===== config.mk =====
export PLATFORM = sky130hd
export DESIGN_NAME = haze_pass_scheduler
export DESIGN_NICKNAME = d
export VERILOG_FILES = /design/src/rtl/haze_pkg.sv /design/src/rtl/haze_beat_counter.sv /design/src/rtl/haze_pass_scheduler.sv
export SDC_FILE = /design/constraint.sdc
export NUM_CORES = 1
export LEC_CHECK = 0
export BUFFER_PORTS_ARGS = -buffer_cell sky130_fd_sc_hd__buf_2
export CAP_MARGIN = 20
export CORE_UTILIZATION = 55
export DETAILED_ROUTE_END_ITERATION = 7
export PLACE_DENSITY = 0.73
export REMOVE_ABC_BUFFERS = 1
export SKIP_CTS_REPAIR_TIMING = 1
export SLEW_MARGIN = 15
export SYNTH_ARGS = -nofsm -noshare
export SYNTH_HDL_FRONTEND = slang
export SYNTH_SLANG_ARGS = --single-unit
export TNS_END_PERCENT = 100

===== constraint.sdc =====
create_clock -name ACLK -period 5.65 [get_ports ACLK]
set_input_delay 0 -clock ACLK [delete_from_list [all_inputs] [get_ports ACLK]]
set_output_delay 0 -clock ACLK [all_outputs]
set_load 0.01 [all_outputs]

===== src/rtl/haze_pkg.sv =====
// Shared definitions for the haze-removal frame scheduler: state encoding and
// default image geometry.
package haze_pkg;

  localparam logic [2:0] ST_IDLE     = 3'd0;
  localparam logic [2:0] ST_PASS1    = 3'd1;
  localparam logic [2:0] ST_ALE_WAIT = 3'd2;
  localparam logic [2:0] ST_PASS2    = 3'd3;
  localparam logic [2:0] ST_DRAIN    = 3'd4;
  localparam logic [2:0] ST_DONE     = 3'd5;

  localparam int unsigned IMG_WIDTH_DEF  = 512;
  localparam int unsigned IMG_HEIGHT_DEF = 512;
  localparam int unsigned PIX_N_DEF      = IMG_WIDTH_DEF * IMG_HEIGHT_DEF;
  localparam int unsigned CNT_W_DEF      = 19;

endpackage


===== src/rtl/haze_beat_counter.sv =====
// Saturating beat counter: counts up to LIMIT and holds there, with a
// terminal-count flag on the last beat (cnt == LIMIT-1).
module haze_beat_counter
  import haze_pkg::*;
#(
  parameter int unsigned CNT_W = CNT_W_DEF,
  parameter int unsigned LIMIT = PIX_N_DEF
) (
  input  logic             clk,
  input  logic             rst,
  input  logic             inc,
  input  logic             clr,
  output logic [CNT_W-1:0] cnt,
  output logic             tc
);

  localparam logic [CNT_W-1:0] CNT_LAST = CNT_W'(LIMIT - 1);
  localparam logic [CNT_W-1:0] CNT_FULL = CNT_W'(LIMIT);

  logic [CNT_W-1:0] cnt_q, cnt_d;

  always_comb begin
    cnt_d = cnt_q;
    if (clr) begin
      cnt_d = '0;
    end else if (inc && (cnt_q != CNT_FULL)) begin
      cnt_d = cnt_q + 1'b1;
    end
  end

  always_ff @(posedge clk or posedge rst) begin
    if (rst) begin
      cnt_q <= '0;
    end else begin
      cnt_q <= cnt_d;
    end
  end

  assign cnt = cnt_q;
  assign tc  = (cnt_q == CNT_LAST);

endmodule


===== src/rtl/haze_pass_scheduler.sv =====
// Two-pass frame sequencer: streams a frame to the ALE, waits for its result,
// then streams the same frame to TE/SRSC and drains the output.
module haze_pass_scheduler
  import haze_pkg::*;
#(
  parameter int unsigned IMG_WIDTH     = IMG_WIDTH_DEF,
  parameter int unsigned IMG_HEIGHT    = IMG_HEIGHT_DEF,
  parameter int unsigned CNT_W         = CNT_W_DEF,
  parameter int unsigned DRAIN_TIMEOUT = 4096
) (
  input  logic ACLK,
  input  logic ARESET,
  input  logic enable,
  input  logic S_AXIS_TVALID,
  input  logic S_AXIS_TLAST,
  output logic S_AXIS_TREADY,
  output logic dp_valid,
  output logic pass_sel,
  output logic ale_clear,
  output logic ale_last,
  input  logic ale_done,
  input  logic out_valid,
  input  logic M_AXIS_TREADY,
  output logic M_AXIS_TLAST,
  output logic frame_done,
  output logic busy,
  output logic err_tlast,
  output logic err_timeout,
  input  logic err_clear
);

  localparam int unsigned      N        = IMG_WIDTH * IMG_HEIGHT;
  localparam logic [CNT_W-1:0] N_CNT    = CNT_W'(N);
  localparam logic [CNT_W-1:0] N_LAST   = CNT_W'(N - 1);
  localparam int unsigned      TMR_W    = $clog2(DRAIN_TIMEOUT + 1);
  localparam logic [TMR_W-1:0] TMR_LAST = TMR_W'(DRAIN_TIMEOUT - 1);

  logic [2:0]       state_q, state_d;
  logic [TMR_W-1:0] tmr_q, tmr_d;
  logic             err_tlast_q, err_tlast_d;
  logic             err_timeout_q, err_timeout_d;
  logic             set_tlast, set_timeout;

  logic [CNT_W-1:0] in_cnt, out_cnt;
  logic             in_tc, out_tc, out_full;
  logic             in_beat, out_beat, counting;

  assign S_AXIS_TREADY = (state_q == ST_PASS1) || (state_q == ST_PASS2);
  assign in_beat       = S_AXIS_TVALID && S_AXIS_TREADY;
  assign counting      = (state_q == ST_PASS2) || (state_q == ST_DRAIN);
  assign out_full      = (out_cnt == N_CNT);
  // Output beats outside PASS2/DRAIN, or beyond N, are ignored.
  assign out_beat      = out_valid && M_AXIS_TREADY && counting && !out_full;

  haze_beat_counter #(.CNT_W(CNT_W), .LIMIT(N)) u_in_cnt (
    .clk (ACLK),
    .rst (ARESET),
    .inc (in_beat),
    .clr (in_beat && in_tc),
    .cnt (in_cnt),
    .tc  (in_tc)
  );

  haze_beat_counter #(.CNT_W(CNT_W), .LIMIT(N)) u_out_cnt (
    .clk (ACLK),
    .rst (ARESET),
    .inc (out_beat),
    .clr (!counting),
    .cnt (out_cnt),
    .tc  (out_tc)
  );

  always_comb begin
    state_d     = state_q;
    tmr_d       = '0;
    set_tlast   = 1'b0;
    set_timeout = 1'b0;
    // TLAST must coincide exactly with beat N; the count stays authoritative.
    if (in_beat) begin
      set_tlast = S_AXIS_TLAST ? (in_cnt < N_LAST) : in_tc;
    end
    case (state_q)
      ST_IDLE:     if (enable) state_d = ST_PASS1;
      ST_PASS1:    if (in_beat && in_tc) state_d = ST_ALE_WAIT;
      ST_ALE_WAIT: if (ale_done) state_d = ST_PASS2;
      ST_PASS2:    if (in_beat && in_tc) state_d = ST_DRAIN;
      ST_DRAIN: begin
        if (out_full || (out_beat && out_tc)) begin
          state_d = ST_DONE;
        end else if (!out_beat) begin
          if (tmr_q == TMR_LAST) begin
            set_timeout = 1'b1;
            state_d     = ST_DONE;
          end else begin
            tmr_d = tmr_q + 1'b1;
          end
        end
      end
      ST_DONE:     state_d = enable ? ST_PASS1 : ST_IDLE;
      default:     state_d = ST_IDLE;
    endcase
    err_tlast_d   = err_clear ? 1'b0 : (err_tlast_q || set_tlast);
    err_timeout_d = err_clear ? 1'b0 : (err_timeout_q || set_timeout);
  end

  always_ff @(posedge ACLK or posedge ARESET) begin
    if (ARESET) begin
      state_q       <= ST_IDLE;
      tmr_q         <= '0;
      err_tlast_q   <= 1'b0;
      err_timeout_q <= 1'b0;
    end else begin
      state_q       <= state_d;
      tmr_q         <= tmr_d;
      err_tlast_q   <= err_tlast_d;
      err_timeout_q <= err_timeout_d;
    end
  end

  assign dp_valid     = in_beat;
  assign pass_sel     = counting;
  // Gated by reset so no clear pulse escapes while reset is held.
  assign ale_clear    = enable && !ARESET && ((state_q == ST_IDLE) || (state_q == ST_DONE));
  assign ale_last     = (state_q == ST_PASS1) && in_beat && in_tc;
  assign M_AXIS_TLAST = out_beat && out_tc;
  assign frame_done   = (state_q == ST_DONE);
  assign busy         = (state_q != ST_IDLE);
  assign err_tlast    = err_tlast_q;
  assign err_timeout  = err_timeout_q;

endmodule


==> flow_summary.ini, run 1 <==
[run_status]
outcome = completed

[critical_path]
slowest_delay_ns = 0.80
endpoint_kind = primary output
critical_path_buf_inv_count = 2
cp_slowest_cell = nor2_1
critical_path_class = reg2out
regToRegStartpoint = state_q[1]
path_cells = and3b_2, nor2_1, inv_1, and3_1, buf_2
setup.worst_path.start_class = flop
cp_num_cells = 5
cp_top_family = simple AND/OR/NAND/NOR gates
reg2reg_slack_ns = 3.11
cp_max_fo = 16
crit_required_ns = 5.65
cp.arrival_ns = 2.62
worstReg2RegEnd = state_q[0]
r2r_cells = 6

[grt]
overflow = 0
grt_max_degree = 58
grt_pass1_wl_um = 10400
antenna_found_initial = 0
grt_usage = 0.225
grt_pass1_vias = 2265

[clock_tree]
numCtsBuffers = 5
path_clk_slew_ns = 0.10
clkLatencyLatePin_ns = 0.31
cts-root-buf = clkbuf_8
clock_sinks = 56
cts_tree = built
h-tree-depth = 2
clockBufferDepth = 2

[drt]
drt_iter0_markers = 94
wl_um = 5980
viasPerCell = 5.85
wire_per_inst_um = 14.5
wl_met3_um = 256
drc = 0
firstDrtPassIters = 4
vias = 2417
ant_nets = 0
routed-wl-met2_um = 2630
m1WireLength_um = 2990
routed.top_layer = met4

[logic_synthesis]
synthCells = 323
yosysTopAreaCellShare = 0.464
ys_ff_latch = 56
syn-cell-area_um2 = 3020
synth_commonest_cells = 56 x dfrtp_1, 37 x nor2_1, 31 x nand2_1
ys_warn_count = 0
synthMostInstantiatedCell = dfrtp_1
synth_top_cell_by_area = dfrtp_1
ys_seq_area_frac = 0.464
ys_types = 46
synth_area_per_cell_um2 = 9.35
async_flop_share = 1.00
synth_edf_count = 0
synth-main-ff-cell = dfrtp_1
synthTopCellsByArea = dfrtp_1 46%, xor2_1 4.9%, nor2_1 4.6%, nand2_1 3.9%, nand3_1 3.6%

[placement]
hpwl_um = 4350
port_buffers = 18
gp_congestion = 0.865

[layout]
drive_gt1_frac = 0.108
nNetsFinal = 356
area_growth_pct = 8.04
final_core_util = 0.627
n_antenna_cell = 0

[sta]
setup_viol = 0
finalClockSkew_ns = 0.00960
slew_violations = 0
finalCritPeriodShare = 0.463
post-route-min-period_ns = 2.62
worst_slew_pin_slew_ns = 1.06
fmax_mhz = 382
finalHoldViolCount = 0
slew_headroom = 0.291
rsz0062_at_grt = no
tns_ns = 0

[floorplan]
die_x_um = 76.1
start_util = 0.580
die_h_um = 76.1
ios = 19
rows = 26
core-area_um2 = 5200
die_area_um2 = 5790

[power_and_ir_drop]
internal_power_uw = 560
p_seq_frac = 0.595
power.density_nw_per_um2 = 237
switching_share = 0.275
p_switching_uw = 212
ir_drop_v = 0.000159
comb_power_share = 0.114
p_leak_nw = 1.39
power.share.clock = 0.291

[job]
maxCapViolations = 0

[hold_path]
hold_path.class = in2reg
hold_depth = 3
hold_start = ale_done
hold_end = state_q[0]
worst reg2reg max path, cell delays in order, from the launching register on:
cell	delay (ns)
dfrtp_1	0.51
and3b_2	0.28
nor2_1	0.80
inv_1	0.30
and3_1	0.26
nor3_1	0.18
o21ai_0	0.10
area by class of cell:
type                    instances  area (um^2)
clock inverters                 1         7.51
flip-flops and latches         56         1400
fillers                       472         1940
well taps                      70         87.6
multi-input cells             243         1510
repair buffers                 21          118
inverters                      15         56.3
clock buffers                   7         86.3
metrics by stage:
stage	cells	worst slack [ns]	cell area (um^2)	power (mW)	hold WS (ns)
after floorplan	314	3.51	2960	0.524	0.0631
after global placement	403	3.28	3150	0.550	0.174
after detailed placement	403	3.12	3150	0.553	0.175
after CTS	411	3.02	3240	0.780	-0.161
after global routing	413	2.85	3260	0.817	0.0833
final	413	3.03	3260	0.772	0.0212
placed cells by master, fill, tap and decap left out, types with 4 or more instances in the layout:
cell type	n
xnor2_1	11
o211ai_1	8
buf_2	18
nor4b_1	4
nor2_1	37
nand2_1	31
o31ai_1	6
mux2i_1	5
clkbuf_8	6
nor3_1	7
dfrtp_1	56
o21ai_0	13
nand3_1	22
nor4_1	8
nand4_1	16
or3_1	7
a21oi_1	11
xor2_1	17
ha_1	5
and3_1	9
inv_1	14
worst max path at each step:
stage	end	slack, ns	start
finish	M_AXIS_TLAST	3.03	state_q[1]
global placement	state_q[0]	3.28	state_q[1]
floorplan	state_q[0]	3.51	state_q[1]
global route	M_AXIS_TLAST	2.85	state_q[1]
CTS	M_AXIS_TLAST	3.02	state_q[1]
detailed placement	state_q[0]	3.12	state_q[1]
sequential cells by signal, indices dropped and copies added, names as in the netlist:
signal         count
u_in_cnt.cnt      19
err_timeout        1
u_out_cnt.cnt     19
err_tlast          1
state_q            3
tmr_q             13
power groups by stage:
| stage | clock network (mW) | registers [mW] | logic, mW |
|---|---|---|---|
| finish | 0.225 | 0.459 | 0.0880 |
| global placement | 0 | 0.464 | 0.0864 |
| detailed placement | 0 | 0.465 | 0.0882 |
| floorplan | 0 | 0.457 | 0.0676 |
| CTS | 0.233 | 0.458 | 0.0886 |
| global route | 0.248 | 0.465 | 0.105 |
cells by family (layout without fill, tap and decap cells):
group | after synthesis | count (layout) | share of synthesized area
xor gates and xnor gates | 28 | 28 | 0.0812
adders and majority gates | 5 | 5 | 0.0207
muxes | 5 | 5 | 0.0166
and+or+nand+nor | 158 | 158 | 0.280
DFF | 56 | 56 | 0.464
AOI/OAI and AO/OA | 47 | 47 | 0.101
buffers and inverters | 24 | 44 | 0.0373
per-layer routing:
metal,up-vias,track usage
li1,1191,-
met1,1161,0.327
met2,53,0.333
met3,12,0.0479
met4,0,0.0808
met5,-,0
(Power assumes the default switching activity.)
==> run 2, diff against run 1 <==
--- a/config.mk
+++ b/config.mk
@@ -5,11 +5,12 @@
 export SDC_FILE = /design/constraint.sdc
 export NUM_CORES = 1
 export LEC_CHECK = 0
+export ABC_AREA = 1
 export BUFFER_PORTS_ARGS = -buffer_cell sky130_fd_sc_hd__buf_2
 export CAP_MARGIN = 20
 export CORE_UTILIZATION = 55
 export DETAILED_ROUTE_END_ITERATION = 7
-export PLACE_DENSITY = 0.73
+export PLACE_DENSITY = 0.76
 export REMOVE_ABC_BUFFERS = 1
 export SKIP_CTS_REPAIR_TIMING = 1
 export SLEW_MARGIN = 15
==> constraint.sdc (replaced) <==
create_clock -name ACLK -period 2.24 [get_ports ACLK]
set_input_delay 0 -clock ACLK [delete_from_list [all_inputs] [get_ports ACLK]]
set_output_delay 0 -clock ACLK [all_outputs]
set_load 0.01 [all_outputs]
==> flow_summary.ini, run 2 <==
[run_status]
outcome = completed

[logic_synthesis]
ys_seq_area_frac = 0.396
synth-main-ff-cell = dfrtp_1
synth_top_cell_by_area = dfrtp_1
synth_area_per_cell_um2 = 7.54
yosysTopAreaCellShare = 0.396
synthMostInstantiatedCell = nand2_1
synthTopCellsByArea = dfrtp_1 40%, nand2_1 11%, nor2_1 6.3%, nand3_1 5.5%, inv_1 5.5%
synth_commonest_cells = 103 x nand2_1, 59 x nor2_1, 56 x dfrtp_1
async_flop_share = 1.00
ys_types = 36
syn-cell-area_um2 = 3540
synthCells = 470
ys_ff_latch = 56
ys_warn_count = 0
synth_edf_count = 0

[hold_path]
hold_path.class = in2reg

[floorplan]
start_util = 0.584
die_x_um = 82.3
die_h_um = 82.3
core-area_um2 = 6060
ios = 19
rows = 28
die_area_um2 = 6770

[layout]
final_cell_mix = 102 x nand2_1, 58 x nor2_1, 56 x dfrtp_1
area_growth_pct = 8.58
final_common_cell = nand2_1
nFillCells = 544
nNetsFinal = 511
multi_input_area_um2 = 1870
regArea_um2 = 1400
n_antenna_cell = 0
drive_gt1_frac = 0.137

[drt]
wl_um = 7690
drc = 0
viasPerCell = 5.36
vias = 3070
ant_nets = 0
wire_per_inst_um = 13.4
firstDrtPassIters = 5
drt_iter0_markers = 188

[grt]
overflow = 0
grt_pass1_wl_um = 12900
grt_pass1_vias = 2805
grt_max_degree = 25
grt_usage = 0.255
antenna_found_initial = 0

[power_and_ir_drop]
power.share.clock = 0.203
ir_drop_v = 0.000803
comb_power_share = 0.360
power_mw = 2.86
p_switching_mw = 1.15
switching_share = 0.402
p_leak_nw = 1.68
internal_power_mw = 1.71
p_seq_frac = 0.437
power.density_nw_per_um2 = 744

[clock_tree]
clkLatencyLatePin_ns = 0.31
h-tree-depth = 2
clockBufferDepth = 2
path_clk_slew_ns = 0.09
numCtsBuffers = 5
cts_tree = built
cts-root-buf = clkbuf_8
clock_sinks = 56

[critical_path]
setup.worst_path.start_class = flop
slowest_delay_ns = 0.42
crit_required_ns = 2.24
endpoint_kind = primary output
cp_slowest_cell = dfrtp_1
cp.arrival_ns = 2.03
path_cells = ha_1, nand2_1, nor2_2, buf_4, inv_1, nor3_1, nand4_1, nor2_1, buf_2
critical_path_class = reg2out
cp_max_fo = 5

[sta]
post-route-min-period_ns = 2.03
slew_violations = 0
worst_slew_pin_slew_ns = 0.522
tns_ns = 0
hold_ws_ns = 0.0593
slew_headroom = 0.652
fmax_mhz = 492
finalClockSkew_ns = 0.0110
rsz0062_at_grt = no
finalHoldViolCount = 0
finalCritPeriodShare = 0.908
setup_viol = 0

[placement]
hpwl_um = 5830
port_buffers = 18
gp_congestion = 0.920

[job]
maxCapViolations = 0
run 2: final timing paths:
kind	startpoint	endpoint	slack, ns	depth (start not counted)
worst max-delay path	u_in_cnt.cnt[0]	ale_last	0.21	9
worst min-delay path	M_AXIS_TREADY	tmr_q[12]	0.06	4
worst max register to register	tmr_q[0]	tmr_q[4]	0.28	7
worst min register to register	tmr_q[0]	tmr_q[0]	0.47	1
max in group asynchronous	ARESET	tmr_q[12]	1.30	4
min in group asynchronous	ARESET	err_tlast	0.26	3
run 2: kinds of logic after synthesis:
logic type	Yosys count	share of synthesized area
compound gates	49	0.0802
simple gates	270	0.365
fa+ha+maj	5	0.0177
buf+inv	64	0.0777
flops	56	0.396
xor+xnor	26	0.0643
run 2: final cells by class:
cell class / count / area share
clock buffers: 7 / 0.0224
clock inverters: 1 / 0.00195
inverters: 55 / 0.0537
multi-input cells: 350 / 0.486
flip-flops and latches: 56 / 0.364
well taps: 75 / 0.0244
repair buffers: 29 / 0.0468
run 2: per-stage QoR:
stage / cells / instance area (um^2) / worst slack, ns / utilization
after floorplan: 461 / 3470 / 0.453 / -
after global placement: 562 / 3720 / 0.305 / 0.613
after detailed placement: 562 / 3720 / 0.208 / 0.613
after CTS: 570 / 3810 / 0.183 / 0.629
after global routing: 573 / 3850 / 0.0107 / 0.635
final: 573 / 3850 / 0.206 / 0.635
run 2: critical path: cells and delay by family, from the launching register on:
| family | cells | cell delay (ns) |
|---|---|---|
| DFF | 1 | 0.42 |
| adders and majority gates | 1 | 0.24 |
| and+or+nand+nor | 5 | 0.71 |
| buffers and inverters | 3 | 0.35 |
run 2: layer usage:
metal / vias to the layer above / GRT usage / part of all wire
li1: 1581 / - / -
met1: 1423 / 0.350 / 0.48
met2: 57 / 0.406 / 0.47
met3: 9 / 0.0396 / 0.035
met4: 0 / 0.0982 / 0.013
met5: - / 0 / 0
run 2: power by group through the flow:
| stage | logic, mW | clock network [mW] | registers [mW] |
|---|---|---|---|
| CTS | 1.03 | 0.595 | 1.25 |
| finish | 1.03 | 0.580 | 1.25 |
| global placement | 1.00 | 0 | 1.26 |
| floorplan | 0.734 | 0 | 1.23 |
| global route | 1.17 | 0.641 | 1.26 |
| detailed placement | 1.02 | 0 | 1.27 |
==> run 3, diff against run 2 <==
--- a/config.mk
+++ b/config.mk
@@ -16,5 +16,6 @@
 export SLEW_MARGIN = 15
 export SYNTH_ARGS = -nofsm -noshare
 export SYNTH_HDL_FRONTEND = slang
+export SYNTH_HIERARCHICAL = 1
 export SYNTH_SLANG_ARGS = --single-unit
 export TNS_END_PERCENT = 100
==> flow_summary.ini, run 3 <==
[critical_path]
critical_path_class = reg2reg
cp.arrival_ns = 2.23
slowest_delay_ns = 0.40
path_cells = buf_4, inv_1, ha_1, nand2_1, nor3_1, nand3_4, nand2_4, nand2_4, buf_4, nand2_1, o21ai_0
cp_slowest_cell = dfrtp_1
setup.worst_path.start_class = flop
cp_max_fo = 14
crit_required_ns = 2.43
endpoint_kind = flop

[floorplan]
die_h_um = 85.8
start_util = 0.568
die_x_um = 85.8
ios = 19
rows = 30
core-area_um2 = 6790
die_area_um2 = 7350

[logic_synthesis]
ys_seq_area_frac = 0.363
ys_types = 38
synthMostInstantiatedCell = nand2_1
synth_area_per_cell_um2 = 7.03
async_flop_share = 1.00
synth-main-ff-cell = dfrtp_1
synthCells = 549
ys_warn_count = 6
synth_edf_count = 0
ys_ff_latch = 56
yosysTopAreaCellShare = 0.363
syn-cell-area_um2 = 3860
synth_commonest_cells = 161 x nand2_1, 94 x nor2_1, 56 x dfrtp_1
synth_top_cell_by_area = dfrtp_1
synthTopCellsByArea = dfrtp_1 36%, nand2_1 16%, nor2_1 9.1%, xor2_1 6.1%, nand3_1 6.0%

[sta]
post-route-min-period_ns = 2.04
hold_ws_ns = 0.0150
slew_violations = 0
layout_setup_ws_ns = 0.203
fmax_mhz = 491
finalClockSkew_ns = 0.0166
slew_headroom = 0.502
finalCritPeriodShare = 0.909
worst_slew_pin_slew_ns = 0.746
setup_viol = 0
rsz0062_at_grt = no
finalHoldViolCount = 0

[placement]
pre_cts_slack_ns = 0.0251
port_buffers = 18
gp_congestion = 0.892
hpwl_um = 6500

[job]
maxCapViolations = 0

[layout]
final_common_cell = nand2_1
n_antenna_cell = 0
nFillCells = 599
drive_gt1_frac = 0.153
area_growth_pct = 10.8
final_cell_mix = 161 x nand2_1, 92 x nor2_1, 56 x dfrtp_1
regArea_um2 = 1400
multi_input_area_um2 = 2190
nNetsFinal = 601
final_core_util = 0.629

[power_and_ir_drop]
comb_power_share = 0.395
p_seq_frac = 0.403
p_switching_mw = 1.22
p_leak_nw = 2.04
switching_share = 0.418
internal_power_mw = 1.70
ir_drop_v = 0.000392
power.share.clock = 0.202
power.density_nw_per_um2 = 681

[clock_tree]
clock_sinks = 56
numCtsBuffers = 5
cts_tree = built
h-tree-depth = 2
path_clk_slew_ns = 0.11
clkLatencyLatePin_ns = 0.32
clockBufferDepth = 2
cts-root-buf = clkbuf_8

[grt]
grt_usage = 0.252
grt_pass1_vias = 3364
grt_max_degree = 20
grt_pass1_wl_um = 14700
overflow = 0
antenna_found_initial = 0

[drt]
wire_per_inst_um = 12.8
viasPerCell = 5.29
firstDrtPassIters = 5
ant_nets = 0
vias = 3619
wl_um = 8740
drt_iter0_markers = 156
drc = 0

[hold_path]
hold_path.class = in2reg

[run_status]
outcome = completed
==> run 3: cell types whose count changed after synthesis, moves of 4 or more <==
cell	previous run	this run
nand4_1	18	23
nor2_1	59	94
nand3_1	39	46
nor3_1	16	9
inv_1	52	45
nand2_4	1	6
a21oi_1	10	6
o21ai_0	20	7
nand2_1	103	161
xor2_1	21	27
nor2_2	7	14
nand3b_1	6	1
==> run 3: worst paths after layout <==
path	startpoint	to	slack (ns)	cells past startpoint
setup / recovery	u_in_cnt/cnt[0]	u_in_cnt/cnt[3]	0.20	11
hold / removal	S_AXIS_TVALID	state_q[0]	0.01	4
setup reg to reg	u_in_cnt/cnt[0]	u_in_cnt/cnt[3]	0.20	11
hold reg to reg	tmr_q[0]	tmr_q[0]	0.47	1
max in group asynchronous	ARESET	u_in_cnt/cnt[2]	1.38	3
min in group asynchronous	ARESET	err_tlast	0.36	3
==> run 3: power groups by stage <==
stage	Combinational (mW)	Clock [mW]	Sequential, mW
floorplan	0.710	0	1.21
finish	1.15	0.589	1.17
CTS	1.12	0.614	1.17
global route	1.27	0.647	1.19
detailed placement	1.12	0	1.19
global placement	1.10	0	1.19
==> run 3: stage by stage <==
step	area [um^2]	total power, mW	TNS [ns]	instances
global route	4280	3.10	0	684
global placement	4130	2.28	0	672
CTS	4220	2.91	0	680
floorplan	3770	1.92	-5.05	538
detailed placement	4130	2.31	0	672
finish	4280	2.91	0	684
==> run 3: per-layer routing <==
metal,part of all wire,routed length (um),GRT usage,vias to the layer above
li1,-,-,-,1816
met1,0.43,3750,0.303,1693
met2,0.50,4380,0.453,93
met3,0.046,401,0.0279,17
met4,0.024,207,0.115,0
met5,0,0,0,-
==> run 3: worst max-delay path: cells and delay by family, from the launching register on <==
family / cells / cell delay (ns)
AND/OR/NAND/NOR: 6 / 0.80
buffers and inverters: 3 / 0.47
flip-flops: 1 / 0.40
adder cells (fa/ha/maj): 1 / 0.19
AO/OA/AOI/OAI: 1 / 0.07
==> run 3: kinds of logic (layout without fill, tap and decap cells) <==
logic type | Yosys count | after routing | synth area share
AND/OR/NAND/NOR | 373 | 373 | 0.446
buffers and inverters | 61 | 100 | 0.0736
flip-flops | 56 | 56 | 0.363
XOR/XNOR | 29 | 29 | 0.0658
AO/OA/AOI/OAI | 25 | 25 | 0.0357
adder cells (fa/ha/maj) | 5 | 5 | 0.0162
==> run 3: layout make-up <==
class | instances | area share
clock buffer | 5 | 0.0161
sequential | 56 | 0.328
timing repair buffer | 42 | 0.0650
multi-input combinational | 432 | 0.511
clock inverter | 3 | 0.00585
tap | 96 | 0.0281
inverter | 50 | 0.0459
